**src/rtl/riscv_pkg.sv**
```systemverilog
// Shared definitions for the RV32 mini core multi-cycle control path:
// controller state encoding, major opcodes and datapath select codes.
package riscv_pkg;

  typedef enum logic [3:0] {
    RESET,
    FETCH,
    DECODE,
    MEM_ADDR,
    MEM_READ,
    MEM_WB,
    MEM_WRITE,
    EXECUTE,
    ALU_WB,
    BRANCH,
    TRAP
  } ctrl_state_t;

  // Major opcodes (IR[6:0]) handled by the controller.
  localparam logic [6:0] OP_RTYPE  = 7'b0110011;
  localparam logic [6:0] OP_LOAD   = 7'b0000011;
  localparam logic [6:0] OP_STORE  = 7'b0100011;
  localparam logic [6:0] OP_BRANCH = 7'b1100011;

  // ALUOp codes consumed by the ALU control decoder.
  localparam logic [1:0] ALUOP_ADD   = 2'b00;
  localparam logic [1:0] ALUOP_SUB   = 2'b01;
  localparam logic [1:0] ALUOP_FUNCT = 2'b10;

  // ALU B-operand select codes.
  localparam logic [1:0] SRCB_RS2  = 2'b00;
  localparam logic [1:0] SRCB_FOUR = 2'b01;
  localparam logic [1:0] SRCB_IMM  = 2'b10;
  localparam logic [1:0] SRCB_BOFF = 2'b11;

endpackage

```
**src/rtl/multicycle_control_if.sv**
```systemverilog
// Control bundle between the multi-cycle controller and the datapath:
// opcode / memory-ready inputs and every enable and mux select it drives.
interface multicycle_control_if #(
  parameter int CNT_W = 32
);

  logic [6:0]       opcode;
  logic             mem_ready;
  logic [1:0]       ALUOp;
  logic             ALUSrcA;
  logic [1:0]       ALUSrcB;
  logic             IorD;
  logic             MemRead;
  logic             MemWrite;
  logic             IRWrite;
  logic             PCWrite;
  logic             PCWriteCond;
  logic             PCSource;
  logic             RegWrite;
  logic             MemtoReg;
  logic             illegal;
  logic [CNT_W-1:0] retired;

  // Controller side.
  modport slave (
    input  opcode, mem_ready,
    output ALUOp, ALUSrcA, ALUSrcB, IorD, MemRead, MemWrite, IRWrite,
           PCWrite, PCWriteCond, PCSource, RegWrite, MemtoReg, illegal,
           retired
  );

  // Datapath side.
  modport master (
    output opcode, mem_ready,
    input  ALUOp, ALUSrcA, ALUSrcB, IorD, MemRead, MemWrite, IRWrite,
           PCWrite, PCWriteCond, PCSource, RegWrite, MemtoReg, illegal,
           retired
  );

endinterface

```
**src/rtl/multicycle_control.sv**
```systemverilog
// Multi-cycle main control FSM for the RV32 mini core. Moore decode of the
// state drives the shared-memory datapath; FETCH additionally gates IRWrite
// and PCWrite with mem_ready. Illegal opcodes park the FSM in TRAP, and a
// wrapping counter tracks retired instructions.
module multicycle_control
  import riscv_pkg::*;
#(
  parameter int CNT_W = 32
) (
  input  logic                 clk,
  input  logic                 rst_n,
  multicycle_control_if.slave  ctrl
);

  ctrl_state_t      state_q, state_d;
  logic [CNT_W-1:0] retired_q;
  logic             retire;

  // State register; reset parks the FSM in RESET with all outputs low.
  // NOTE: sequential state uses non-blocking (<=) so every flop samples
  // pre-edge values, independent of block ordering.
  always_ff @(posedge clk or negedge rst_n) begin
    if (!rst_n) state_q <= RESET;
    else        state_q <= state_d;
  end

  // Next-state logic; mem_ready and opcode are looked at only where needed.
  // NOTE: state_d gets a default before the case so no path leaves it
  // unassigned, which would otherwise infer a latch.
  always_comb begin
    state_d = state_q;
    unique case (state_q)
      RESET:     state_d = FETCH;
      FETCH:     if (ctrl.mem_ready) state_d = DECODE;
      DECODE: begin
        case (ctrl.opcode)
          OP_LOAD, OP_STORE: state_d = MEM_ADDR;
          OP_RTYPE:          state_d = EXECUTE;
          OP_BRANCH:         state_d = BRANCH;
          default:           state_d = TRAP;
        endcase
      end
      MEM_ADDR:  state_d = (ctrl.opcode == OP_LOAD) ? MEM_READ : MEM_WRITE;
      MEM_READ:  if (ctrl.mem_ready) state_d = MEM_WB;
      MEM_WB:    state_d = FETCH;
      MEM_WRITE: if (ctrl.mem_ready) state_d = FETCH;
      EXECUTE:   state_d = ALU_WB;
      ALU_WB:    state_d = FETCH;
      BRANCH:    state_d = FETCH;
      TRAP:      state_d = TRAP;
      default:   state_d = RESET;
    endcase
  end

  // Moore output decode; anything not set for a state stays 0.
  always_comb begin
    ctrl.ALUOp       = ALUOP_ADD;
    ctrl.ALUSrcA     = 1'b0;
    ctrl.ALUSrcB     = SRCB_RS2;
    ctrl.IorD        = 1'b0;
    ctrl.MemRead     = 1'b0;
    ctrl.MemWrite    = 1'b0;
    ctrl.IRWrite     = 1'b0;
    ctrl.PCWrite     = 1'b0;
    ctrl.PCWriteCond = 1'b0;
    ctrl.PCSource    = 1'b0;
    ctrl.RegWrite    = 1'b0;
    ctrl.MemtoReg    = 1'b0;
    ctrl.illegal     = 1'b0;
    unique case (state_q)
      FETCH: begin
        ctrl.MemRead = 1'b1;
        ctrl.ALUSrcB = SRCB_FOUR;
        // IR and PC+4 are captured only on the cycle memory delivers.
        ctrl.IRWrite = ctrl.mem_ready;
        ctrl.PCWrite = ctrl.mem_ready;
      end
      DECODE:    ctrl.ALUSrcB = SRCB_BOFF;
      MEM_ADDR: begin
        ctrl.ALUSrcA = 1'b1;
        ctrl.ALUSrcB = SRCB_IMM;
      end
      MEM_READ: begin
        ctrl.MemRead = 1'b1;
        ctrl.IorD    = 1'b1;
      end
      MEM_WB: begin
        ctrl.RegWrite = 1'b1;
        ctrl.MemtoReg = 1'b1;
      end
      MEM_WRITE: begin
        ctrl.MemWrite = 1'b1;
        ctrl.IorD     = 1'b1;
      end
      EXECUTE: begin
        ctrl.ALUSrcA = 1'b1;
        ctrl.ALUOp   = ALUOP_FUNCT;
      end
      ALU_WB:    ctrl.RegWrite = 1'b1;
      BRANCH: begin
        ctrl.ALUSrcA     = 1'b1;
        ctrl.ALUOp       = ALUOP_SUB;
        ctrl.PCWriteCond = 1'b1;
        ctrl.PCSource    = 1'b1;
      end
      TRAP:      ctrl.illegal = 1'b1;
      default:   ;
    endcase
  end

  // An instruction retires on the edge leaving its final state.
  assign retire = (state_q == MEM_WB) || (state_q == ALU_WB) ||
                  (state_q == BRANCH) ||
                  ((state_q == MEM_WRITE) && ctrl.mem_ready);

  // Retired-instruction counter, wrapping modulo 2^CNT_W.
  always_ff @(posedge clk or negedge rst_n) begin
    if (!rst_n)      retired_q <= '0;
    else if (retire) retired_q <= retired_q + CNT_W'(1);
  end

  assign ctrl.retired = retired_q;

endmodule

```
**src/flat_wrapper.sv**
```systemverilog
// flat-port wrapper written by rule: the top's interface ports become plain ports
module multicycle_control_flat import riscv_pkg::*;
#(
  parameter int CNT_W = 32
)
  (clk, rst_n, ctrl_opcode, ctrl_mem_ready, ctrl_ALUOp, ctrl_ALUSrcA, ctrl_ALUSrcB, ctrl_IorD, ctrl_MemRead, ctrl_MemWrite, ctrl_IRWrite, ctrl_PCWrite, ctrl_PCWriteCond, ctrl_PCSource, ctrl_RegWrite, ctrl_MemtoReg, ctrl_illegal, ctrl_retired);
  multicycle_control_if #(.CNT_W(CNT_W)) ctrl_i ();
  input  logic clk;
  input  logic rst_n;
  input wire logic [$bits(ctrl_i.opcode)-1:0] ctrl_opcode;
  input wire logic [$bits(ctrl_i.mem_ready)-1:0] ctrl_mem_ready;
  output wire logic [$bits(ctrl_i.ALUOp)-1:0] ctrl_ALUOp;
  output wire logic [$bits(ctrl_i.ALUSrcA)-1:0] ctrl_ALUSrcA;
  output wire logic [$bits(ctrl_i.ALUSrcB)-1:0] ctrl_ALUSrcB;
  output wire logic [$bits(ctrl_i.IorD)-1:0] ctrl_IorD;
  output wire logic [$bits(ctrl_i.MemRead)-1:0] ctrl_MemRead;
  output wire logic [$bits(ctrl_i.MemWrite)-1:0] ctrl_MemWrite;
  output wire logic [$bits(ctrl_i.IRWrite)-1:0] ctrl_IRWrite;
  output wire logic [$bits(ctrl_i.PCWrite)-1:0] ctrl_PCWrite;
  output wire logic [$bits(ctrl_i.PCWriteCond)-1:0] ctrl_PCWriteCond;
  output wire logic [$bits(ctrl_i.PCSource)-1:0] ctrl_PCSource;
  output wire logic [$bits(ctrl_i.RegWrite)-1:0] ctrl_RegWrite;
  output wire logic [$bits(ctrl_i.MemtoReg)-1:0] ctrl_MemtoReg;
  output wire logic [$bits(ctrl_i.illegal)-1:0] ctrl_illegal;
  output wire logic [$bits(ctrl_i.retired)-1:0] ctrl_retired;
  assign ctrl_i.opcode = ctrl_opcode;
  assign ctrl_i.mem_ready = ctrl_mem_ready;
  assign ctrl_ALUOp = ctrl_i.ALUOp;
  assign ctrl_ALUSrcA = ctrl_i.ALUSrcA;
  assign ctrl_ALUSrcB = ctrl_i.ALUSrcB;
  assign ctrl_IorD = ctrl_i.IorD;
  assign ctrl_MemRead = ctrl_i.MemRead;
  assign ctrl_MemWrite = ctrl_i.MemWrite;
  assign ctrl_IRWrite = ctrl_i.IRWrite;
  assign ctrl_PCWrite = ctrl_i.PCWrite;
  assign ctrl_PCWriteCond = ctrl_i.PCWriteCond;
  assign ctrl_PCSource = ctrl_i.PCSource;
  assign ctrl_RegWrite = ctrl_i.RegWrite;
  assign ctrl_MemtoReg = ctrl_i.MemtoReg;
  assign ctrl_illegal = ctrl_i.illegal;
  assign ctrl_retired = ctrl_i.retired;
  multicycle_control #(.CNT_W(CNT_W)) u_core (.clk(clk), .rst_n(rst_n), .ctrl(ctrl_i));
endmodule
```
**config.mk**
```make
export PLATFORM = sky130hd
export DESIGN_NAME = multicycle_control_flat
export DESIGN_NICKNAME = d
export VERILOG_FILES = /design/src/rtl/riscv_pkg.sv /design/src/rtl/multicycle_control_if.sv /design/src/rtl/multicycle_control.sv /design/src/flat_wrapper.sv
export SDC_FILE = /design/constraint.sdc
export NUM_CORES = 1
export LEC_CHECK = 0
export CORE_MARGIN = 3
export CORE_UTILIZATION = 43
export DETAILED_ROUTE_END_ITERATION = 6
export PLACE_DENSITY_LB_ADDON = 0.05
export SYNTH_ARGS = -nofsm -noshare
export SYNTH_HDL_FRONTEND = slang
export SYNTH_SLANG_ARGS = --single-unit
```
**constraint.sdc**
```tcl
create_clock -name clk -period 1.9 [get_ports clk]
set_input_delay 0.38 -clock clk [delete_from_list [all_inputs] [get_ports clk]]
set_output_delay 0.38 -clock clk [all_outputs]
set_load 0.01 [all_outputs]
```
==> results of run 1 <==
-- layout make-up --
| class | count | area (um^2) |
|---|---|---|
| Multi-Input combinational cell | 158 | 1180 |
| Inverter | 4 | 15.0 |
| Tap cell | 50 | 62.6 |
| Sequential cell | 36 | 906 |
| Timing Repair Buffer | 106 | 895 |
| Clock buffer | 7 | 96.3 |
| Clock inverter | 1 | 30.0 |
| Fill cell | 320 | 1010 |
-- power breakdown --
part           internal [mW]  total, mW  switching [mW]  leakage [nW]
clock                  0.463      0.743           0.280        0.0645
sequential             0.857      0.925          0.0676         0.476
combinational          0.776       1.50           0.722         0.959
total                   2.10       3.16            1.07          1.50
-- metal layers --
metal | GRT usage (%) | up-vias | wire (um)
li1 | - | 935 | -
met1 | 30.2 | 888 | 2500
met2 | 31.2 | 58 | 2360
met3 | 4.10 | 5 | 307
met4 | 5.03 | 0 | 51
met5 | 0 | - | 0
-- what timing repair did --
| action | 4_1_cts | 5_1_grt |
|---|---|---|
| buffers inserted | 5 | 3 |
| endpoints found under the setup margin | 24 | 37 |
| pin swaps | 10 | 10 |
| hold buffers | 0 | 0 |
| endpoints found under the hold margin | 0 | 0 |
| resized for setup | 44 | 35 |
-- synth_stat cells (2+ instances only) --
| cell | n |
|---|---|
| a211oi_1 | 2 |
| xnor2_1 | 20 |
| nand2b_1 | 5 |
| clkbuf_1 | 5 |
| nor2_1 | 21 |
| buf_4 | 3 |
| nand2_1 | 25 |
| nor4_1 | 8 |
| o31ai_1 | 2 |
| dfrtp_1 | 36 |
| nor2b_1 | 3 |
| and2_1 | 2 |
| nand3_1 | 9 |
| a21oi_1 | 8 |
| and4bb_2 | 2 |
| o21ai_0 | 3 |
| and3_1 | 2 |
| or4_1 | 3 |
| nand4_1 | 9 |
| inv_1 | 4 |
| xor2_1 | 12 |
| nor3_1 | 7 |
-- registers in the layout, indices dropped and copies added (netlist names) --
name,flops
u_core.ctrl.retired,32
u_core.state_q,4
-- cell families (layout without fill, tap and decap cells) --
family                   after synthesis  after routing  synth area share, %
AO/OA/AOI/OAI                         21             21                 6.81
XOR/XNOR                              32             32                 14.2
adder cells (fa/ha/maj)                1              1                0.636
buffers and inverters                 14            118                 3.69
flip-flops                            36             36                 45.8
AND/OR/NAND/NOR                      104            104                 28.8
-- per-stage QoR --
step	std cells	utilization [%]
after floorplan	208	-
after global placement	346	69.8
after detailed placement	346	69.8
after CTS	359	74.9
after global routing	362	75.8
final	362	75.8
-- worst paths after layout --
path,to,cells past startpoint
min in group clk,u_core.ctrl.retired[31],1
worst min-delay path,u_core.ctrl.retired[28],2
worst min register to register,u_core.ctrl.retired[31],1
max in group asynchronous,u_core.ctrl.retired[9],2
worst max register to register,u_core.ctrl.retired[23],7
worst max-delay path,u_core.ctrl.retired[23],7
-- worst max-delay path, delay by kind of cell, from the launching register on --
| family | cells | cell delay, ps |
|---|---|---|
| DFF | 1 | 430 |
| and+or+nand+nor | 3 | 990 |
| xor gates and xnor gates | 1 | 120 |
| AOI/OAI and AO/OA | 1 | 50 |
| buffers and inverters | 2 | 250 |
-- cells in the final DEF (no fill, tap or decap), types with 5 or more instances in the layout --
cell type,netlist,layout
a21oi_1,8,8
buf_4,3,47
clkbuf_2,1,8
clkbuf_8,0,7
clkdlybuf4s50_1,0,40
dfrtp_1,36,32
nand2_1,25,24
nand3_1,9,8
nand4_1,9,9
nor2_1,21,14
nor3_1,7,5
xnor2_1,20,19
xor2_1,12,12
==> reports/metrics.csv, run 1 <==
metric,value,unit
via count,1886,
worst-skew pair later-pin latency,290,ps
Die H,73.6,um
DR pass1 iterations,4,
flop-to-flop setup slack,-60,ps
num ports,57,
Main synth FF type,dfrtp_1,
fin nets,322,
Final min period,1960,ps
Slew headroom,74.0,%
HPWL Detailed,3830,um
worst-path fanout max,7,
Horiz. Die Dim,73.6,um
routed len/inst,14.4,um
maximum vdd ir drop,0.806,mV
final max-slew violation count,0,
WP data required,2080,ps
1st-iter DRT viols,95,
Synth cell types,39,
startpoint types,flip-flop,
final hold viol count,0,
Max-cap violations,0,
Starting Density,46.8,%
GR Overflow Total,0,
status,"finished, violations left",
Yosys top cell area share,45.8,%
CTS Buf Count,5,
antenna-violating nets left,0,
first-pass GRT wire length,8830,um
critical path arrival,2140,ps
diode count,0,
Post-synth EDFFs,0,
TritonCTS clock tree,yes,
Post-synth ARST share,100,%
clk sinks,36,
"most used cell, CP",buf_6,
fmax,0.510,GHz
max incr delay on CP,610,ps
All-Layer GR Usage,20.6,%
Post-Route Setup TNS,-263,ps
critical path endpoint category,flip-flop,
routed wire length,5220,um
Avg Synthesized Cell Area,9.46,um^2
final setup vio count,7,
area grow syn2layout,62.0,%
Critical-path top delay cell,or4b_4,
antenna violations before repair,0,
"Seq/Total Area, Yosys",45.8,%
worst-path cell chain,buf_6 > nor3b_4 > buf_6 > a211oi_4 > or4b_4 > nand2b_1 > xnor2_1,
clock buffer depth,2,
pwr dens,993,mW/mm^2
Die Footprint,0.00542,mm^2
H-tree depth,2,
GP Congestion,0.862,
RSZ-0062 raised after global routing,true,
YS warnings,0,
PnR Total Power,3.16,mW
clk root buf,clkbuf_8,
failing checks,setup timing,
largest net degree at the start of global routing,37,
core outline area,0.00420,mm^2
clock transition at the registers of the reported paths,70,ps
row cnt,23,
post-route cell area,0.00319,mm^2
Critical path origin,u_core.state_q[2],
Worst Max-Slew Pin Slew,386,ps
vias in the first global route,1830,
Seq cells post-synth,36,
"top cells by area, synth","dfrtp_1, xnor2_1, xor2_1, nand2_1, nor2_1",
Post-Syn Nets,219,
DRC Markers,0,
post-place setup slack,-321,ps
period utilization,103,%
final setup margin,-59.1,ps
Hold Slack,456,ps
Crit Path Class,flip-flop to flip-flop,
Syn Inst Count,208,
top cell type by total area after synthesis,dfrtp_1,
worst r2r src,u_core.state_q[2],
Hold Crit Class,input pin to asynchronous set/reset pin,
placed cell area,0.00293,mm^2
Vias/cell,5.21,
number of port buffers,56,
Pleak,1.50,nW
Mapped Area,0.00197,mm^2
layout cells sized above 1,34.3,%
Final Skew,3.63,ps
Power figures use the tool's default switching activity.
==> inputs of run 2 (changes only) <==
Settings changed: RECOVER_POWER set to 100.
==> run 2 against run 1 <==
  * Die area is the same
  * The run still ends with setup timing left
  * Clock power is essentially flat
  * Maximum frequency is essentially flat
  * Non-clock buffer count is the same
  * Largest power group unchanged
  * Final area shrank 0.47%
  * Critical path depth is the same
  * Wire length shrank 0.13%
  * Sequential cell count is the same
  * Largest cell class unchanged
  * Sequential power is essentially flat
  * Register-to-register slack is essentially flat
  * Global-route usage is the same
==> reports/metrics.csv, run 2 (synthesis gave the netlist of run 1 again) <==
metric,value,unit,change
status,"finished, violations left",,
failing checks,setup timing,,
WP data required,2080,ps,about the same
Final min period,1960,ps,-0.367 ps
H-tree depth,2,,unchanged
final setup margin,-58.8,ps,+0.367 ps
worst-path fanout max,7,,unchanged
critical path arrival,2140,ps,about the same
worst r2r src,u_core.state_q[2],,
num ports,57,,unchanged
fin nets,322,,unchanged
TritonCTS clock tree,yes,,
GR Util met3,4.10,%,unchanged
maximum vdd ir drop,0.806,mV,about the same
pwr dens,996,mW/mm^2,+0.31%
Post-Route Setup TNS,-261,ps,+1.19 ps
fmax,0.511,GHz,about the same
critical path endpoint category,flip-flop,,
1st-iter DRT viols,95,,unchanged
routed len/inst,14.4,um,-0.13%
HPWL Detailed,3830,um,unchanged
diode count,0,,unchanged
Pleak,1.53,nW,+1.9%
Max-cap violations,0,,unchanged
final core occ,75.5,%,-0.36 points
routed wire length,5210,um,-0.13%
Vias/cell,5.21,,about the same
R2R Path End,u_core.ctrl.retired[23],,
GP Congestion,0.862,,unchanged
GR met2 Demand/Resource,31.2,%,unchanged
Worst Max-Slew Pin Slew,887,ps,+501 ps
period utilization,103,%,about the same
area grow syn2layout,61.3,%,
via count,1887,,+0.053%
"Most Used Layer, Global Route",met2,,
final setup vio count,7,,unchanged
Die H,73.6,um,unchanged
fillers,322,,+0.63%
max reg flops,32,,unchanged
All-Layer GR Usage,20.6,%,unchanged
worst-skew pair later-pin latency,290,ps,about the same
DR pass1 iterations,4,,unchanged
clock buffer depth,2,,unchanged
row cnt,23,,unchanged
Slew headroom,40.9,%,-33 points
layout cells sized above 1,34.3,%,unchanged
clock transition at the registers of the reported paths,70,ps,about the same
final hold viol count,0,,unchanged
hold_buf cts,0,,unchanged
DRC Markers,0,,unchanged
M1 GR Usage,30.2,%,unchanged
first-pass GRT wire length,8830,um,unchanged
largest net degree at the start of global routing,37,,unchanged
GR Overflow Total,0,,unchanged
clk sinks,36,,unchanged
clk root buf,clkbuf_8,,
flop-to-flop setup slack,-60,ps,about the same
final max-slew violation count,0,,unchanged
startpoint types,flip-flop,,
RSZ-0062 raised after global routing,true,,
R2R cell count,7,,unchanged
"commonest non-fill, non-tap cells in the layout","buf_4, dfrtp_1, clkdlybuf4s50_1, nand2_1, xnor2_1",,
CTS Buf Count,5,,unchanged
number of port buffers,56,,unchanged
Hold Crit Class,flip-flop to flip-flop,,
Final Skew,3.26,ps,-0.363 ps
antenna violations before repair,0,,unchanged
Crit Path Class,flip-flop to flip-flop,,
Die Footprint,0.00542,mm^2,unchanged
Horiz. Die Dim,73.6,um,unchanged
core outline area,0.00420,mm^2,unchanged
HP Start,u_core.ctrl.retired[31],,
Starting Density,46.8,%,unchanged
antenna-violating nets left,0,,unchanged
hold depth,1,,
Hold Crit Endpoint,u_core.ctrl.retired[31],,
"commonest non-fill, non-tap cell in the layout",buf_4,,
vias in the first global route,1830,,unchanged
run 2: cell types whose count changed in the layout (fill, tap and decap cells not counted), sizes merged:
cell | previous run | this run
clkdlybuf4s50 | 40 | 25
dlygate4sd3 | 0 | 15
buf | 54 | 53
clkbuf | 15 | 16
run 2: worst max-delay path by stage:
stage | start | end | slack, ps | cells past startpoint
6_report | u_core.state_q[2] | u_core.ctrl.retired[23] | -60 | 7
3_5_place_dp | ctrl_mem_ready | ctrl_PCWrite | -320 | 5
5_1_grt | u_core.state_q[2] | u_core.ctrl.retired[29] | -130 | 7
2_1_floorplan | u_core.ctrl.retired[1] | u_core.ctrl.retired[30] | -150 | 6
4_1_cts | u_core.ctrl.retired[1] | u_core.ctrl.retired[30] | -170 | 6
3_3_place_gp | ctrl_mem_ready | ctrl_IRWrite | -270 | 5
run 2: area by class of cell:
| cell class | instances | area [um^2] | share of cell area [%] |
|---|---|---|---|
| Tap cell | 50 | 62.6 | 1.97 |
| Sequential cell | 36 | 906 | 28.6 |
| Timing Repair Buffer | 106 | 880 | 27.7 |
| Inverter | 4 | 15.0 | 0.473 |
| Multi-Input combinational cell | 158 | 1180 | 37.3 |
| Clock inverter | 1 | 30.0 | 0.947 |
| Clock buffer | 7 | 96.3 | 3.04 |
run 2: power breakdown:
group          internal [mW]  total [mW]  leakage [nW]  switching, mW
Combinational          0.771        1.49         0.987          0.721
Sequential             0.857       0.925         0.476         0.0678
Clock                  0.463       0.743        0.0645          0.279
run 2: per-layer routing:
metal,vias up,routed length (um)
met3,5,307
met4,0,51
met1,888,2500
li1,936,-
met2,58,2350
met5,-,0
run 2: through the flow:
stage               setup slack, ps  total power, mW  instances  cell area [um^2]  hold WS [ps]
finish                        -58.8             3.16        362              3170           479
global route                   -133             3.37        362              3170           503
CTS                            -169             3.12        359              3150           470
detailed placement             -321             2.34        346              2930           478
global placement               -273             2.32        346              2930           478
floorplan                      -154             1.63        208              2040          84.4
run 2: worst max-delay path, stage by stage, from the launching register on:
cell      delay (ps)
dfrtp_2          430
buf_6            120
nor3b_4          200
buf_6            130
a211oi_4          50
or4b_4           610
nand2b_1         180
xnor2_1          120
run 2: timing repair:
action	4_1_cts	5_1_grt
pin swaps	10	10
endpoints found under the setup margin	24	37
setup buffers	5	3
gates resized for setup	44	35
==> inputs of run 3 (changes only) <==
Settings changed: CORE_ASPECT_RATIO set to 1.2.
==> run 3 against run 2 <==
  * Setup slack worse by 130 ps
  * Non-clock buffer count is the same
  * Sequential cell count is the same
  * Via count is 2.4% higher
  * The flow still finishes with violations (setup timing)
  * Cell count grew 1.4%
  * Utilization shrank 1.1 points
  * Critical endpoint is now u_core.ctrl.retired[22]
  * Sequential power barely moved
  * Final area increased by 1.5%
  * Worst hold slack worse by 5.2 ps
==> reports/metrics.csv, run 3 (synthesis gave the netlist of run 1 again) <==
metric,value,unit,change
status,"finished, violations left",,
failing checks,setup timing,,
uppermost layer routed,met4,,
post-route cell area,0.00322,mm^2,+1.5%
GP Congestion,0.863,,+0.19%
number of port buffers,56,,unchanged
Hold Slack,474,ps,-5.24 ps
layout cells sized above 1,31.5,%,-2.8 points
worst r2r src,u_core.state_q[2],,
TritonCTS clock tree,yes,,
Hold Crit Class,flip-flop to flip-flop,,
row cnt,26,,+13%
startpoint types,flip-flop,,
"commonest non-fill, non-tap cell in the layout",buf_4,,
placed cell area,0.00295,mm^2,+0.51%
clk root buf,clkbuf_8,,
Die Footprint,0.00542,mm^2,about the same
area grow syn2layout,63.7,%,
hold_buf cts,0,,unchanged
Starting Density,45.5,%,-1.4 points
DR WL met3,222,um,-28%
final core occ,74.4,%,-1.1 points
All-Layer GR Usage,21.5,%,+0.91 points
via count,1932,,+2.4%
Final Skew,4.39,ps,+1.13 ps
Pleak,1.51,nW,-0.97%
vias in the first global route,1929,,+5.4%
period utilization,110,%,+6.7 points
routed len/inst,15.0,um,+4.0%
post-place setup slack,-354,ps,-33.4 ps
met1 wire length,2280,um,-9.0%
Placed Cells,353,,+2.0%
H-tree depth,2,,unchanged
core outline area,0.00433,mm^2,+3.0%
largest net degree at the start of global routing,37,,unchanged
critical path endpoint category,flip-flop,,
Critical path origin,u_core.state_q[2],,
CTS Buf Count,5,,unchanged
final setup margin,-187,ps,-128 ps
Max-cap violations,0,,unchanged
DR pass1 iterations,4,,unchanged
Vias/cell,5.26,,+0.99%
first-pass GRT wire length,9020,um,+2.1%
"commonest non-fill, non-tap cells in the layout","buf_4, clkdlybuf4s50_1, dfrtp_1, nand2_1, xnor2_1",,
fin nets,322,,unchanged
RSZ-0062 raised after global routing,true,,
GR Overflow Total,0,,unchanged
critical path arrival,2300,ps,+160 ps
flop-to-flop setup slack,-190,ps,-130 ps
worst-skew pair later-pin latency,280,ps,about the same
Worst Max-Slew Pin Slew,884,ps,-2.42 ps
clock transition at the registers of the reported paths,70,ps,about the same
num ports,57,,unchanged
PnR Total Power,3.01,mW,-4.8%
antenna violations before repair,0,,unchanged
DRC Markers,0,,unchanged
final max-slew violation count,0,,unchanged
HP Start,u_core.ctrl.retired[31],,
clock buffer depth,2,,unchanged
diode count,0,,unchanged
antenna-violating nets left,0,,unchanged
Final min period,2090,ps,+128 ps
final setup vio count,21,,+14
maximum vdd ir drop,0.979,mV,+22%
fmax,0.479,GHz,-6.1%
Die H,80.1,um,+8.8%
final hold viol count,0,,unchanged
WP data required,2110,ps,+30 ps
Crit Path Class,flip-flop to flip-flop,,
metal2 WL,2930,um,+24%
HPWL Detailed,3720,um,-3.0%
Slew headroom,41.1,%,+0.16 points
pwr dens,934,mW/mm^2,-6.3%
1st-iter DRT viols,83,,-13%
Horiz. Die Dim,67.7,um,-8.0%
Final Non-Filler Cells,367,,+1.4%
max reg flops,32,,unchanged
clk sinks,36,,unchanged
worst-path fanout max,4,,-3
Post-Route Setup TNS,-1960,ps,-1700 ps
routed wire length,5490,um,+5.4%
==> run 3: worst paths after layout <==
path | endpoint | cells after the start
worst max-delay path | u_core.ctrl.retired[22] | 8
worst min-delay path | u_core.ctrl.retired[31] | 1
worst max register to register | u_core.ctrl.retired[22] | 8
worst min register to register | u_core.ctrl.retired[31] | 1
max in group asynchronous | u_core.ctrl.retired[0] | 2
min in group asynchronous | u_core.ctrl.retired[22] | 2
==> run 3: what timing repair did <==
action,CTS,global route
setup endpoints to repair,32,34
setup buffers,4,3
gates resized for setup,38,30
hold endpoints to repair,0,0
pin swaps,7,13
==> run 3: worst max-delay path, stage by stage (launching register included) <==
cell and delay, ps:
dfrtp_1 410, nor3b_2 240, buf_4 160, a211oi_4 50, buf_4 150, buf_6 110
or4_4 470, nor4_4 280, xnor2_1 140
==> run 3: power breakdown <==
group	switching, mW	leakage, nW	total, mW	internal [mW]
Sequential	0.0697	0.480	0.924	0.854
Clock	0.264	0.0503	0.587	0.323
Combinational	0.738	0.982	1.50	0.757
==> run 3: metal layers <==
layer / track usage, % / up-vias
met5: 0 / -
met4: 6.49 / 0
met3: 4.34 / 8
met2: 35.7 / 59
met1: 27.7 / 932
li1: - / 933
==> run 3: cell type report <==
type,instances,area (um^2)
fillers,322,1110
flip-flops and latches,36,902
clock buffers,7,96.3
multi-input cells,158,1220
inverters,4,15.0
well taps,56,70.1
repair buffers,106,916
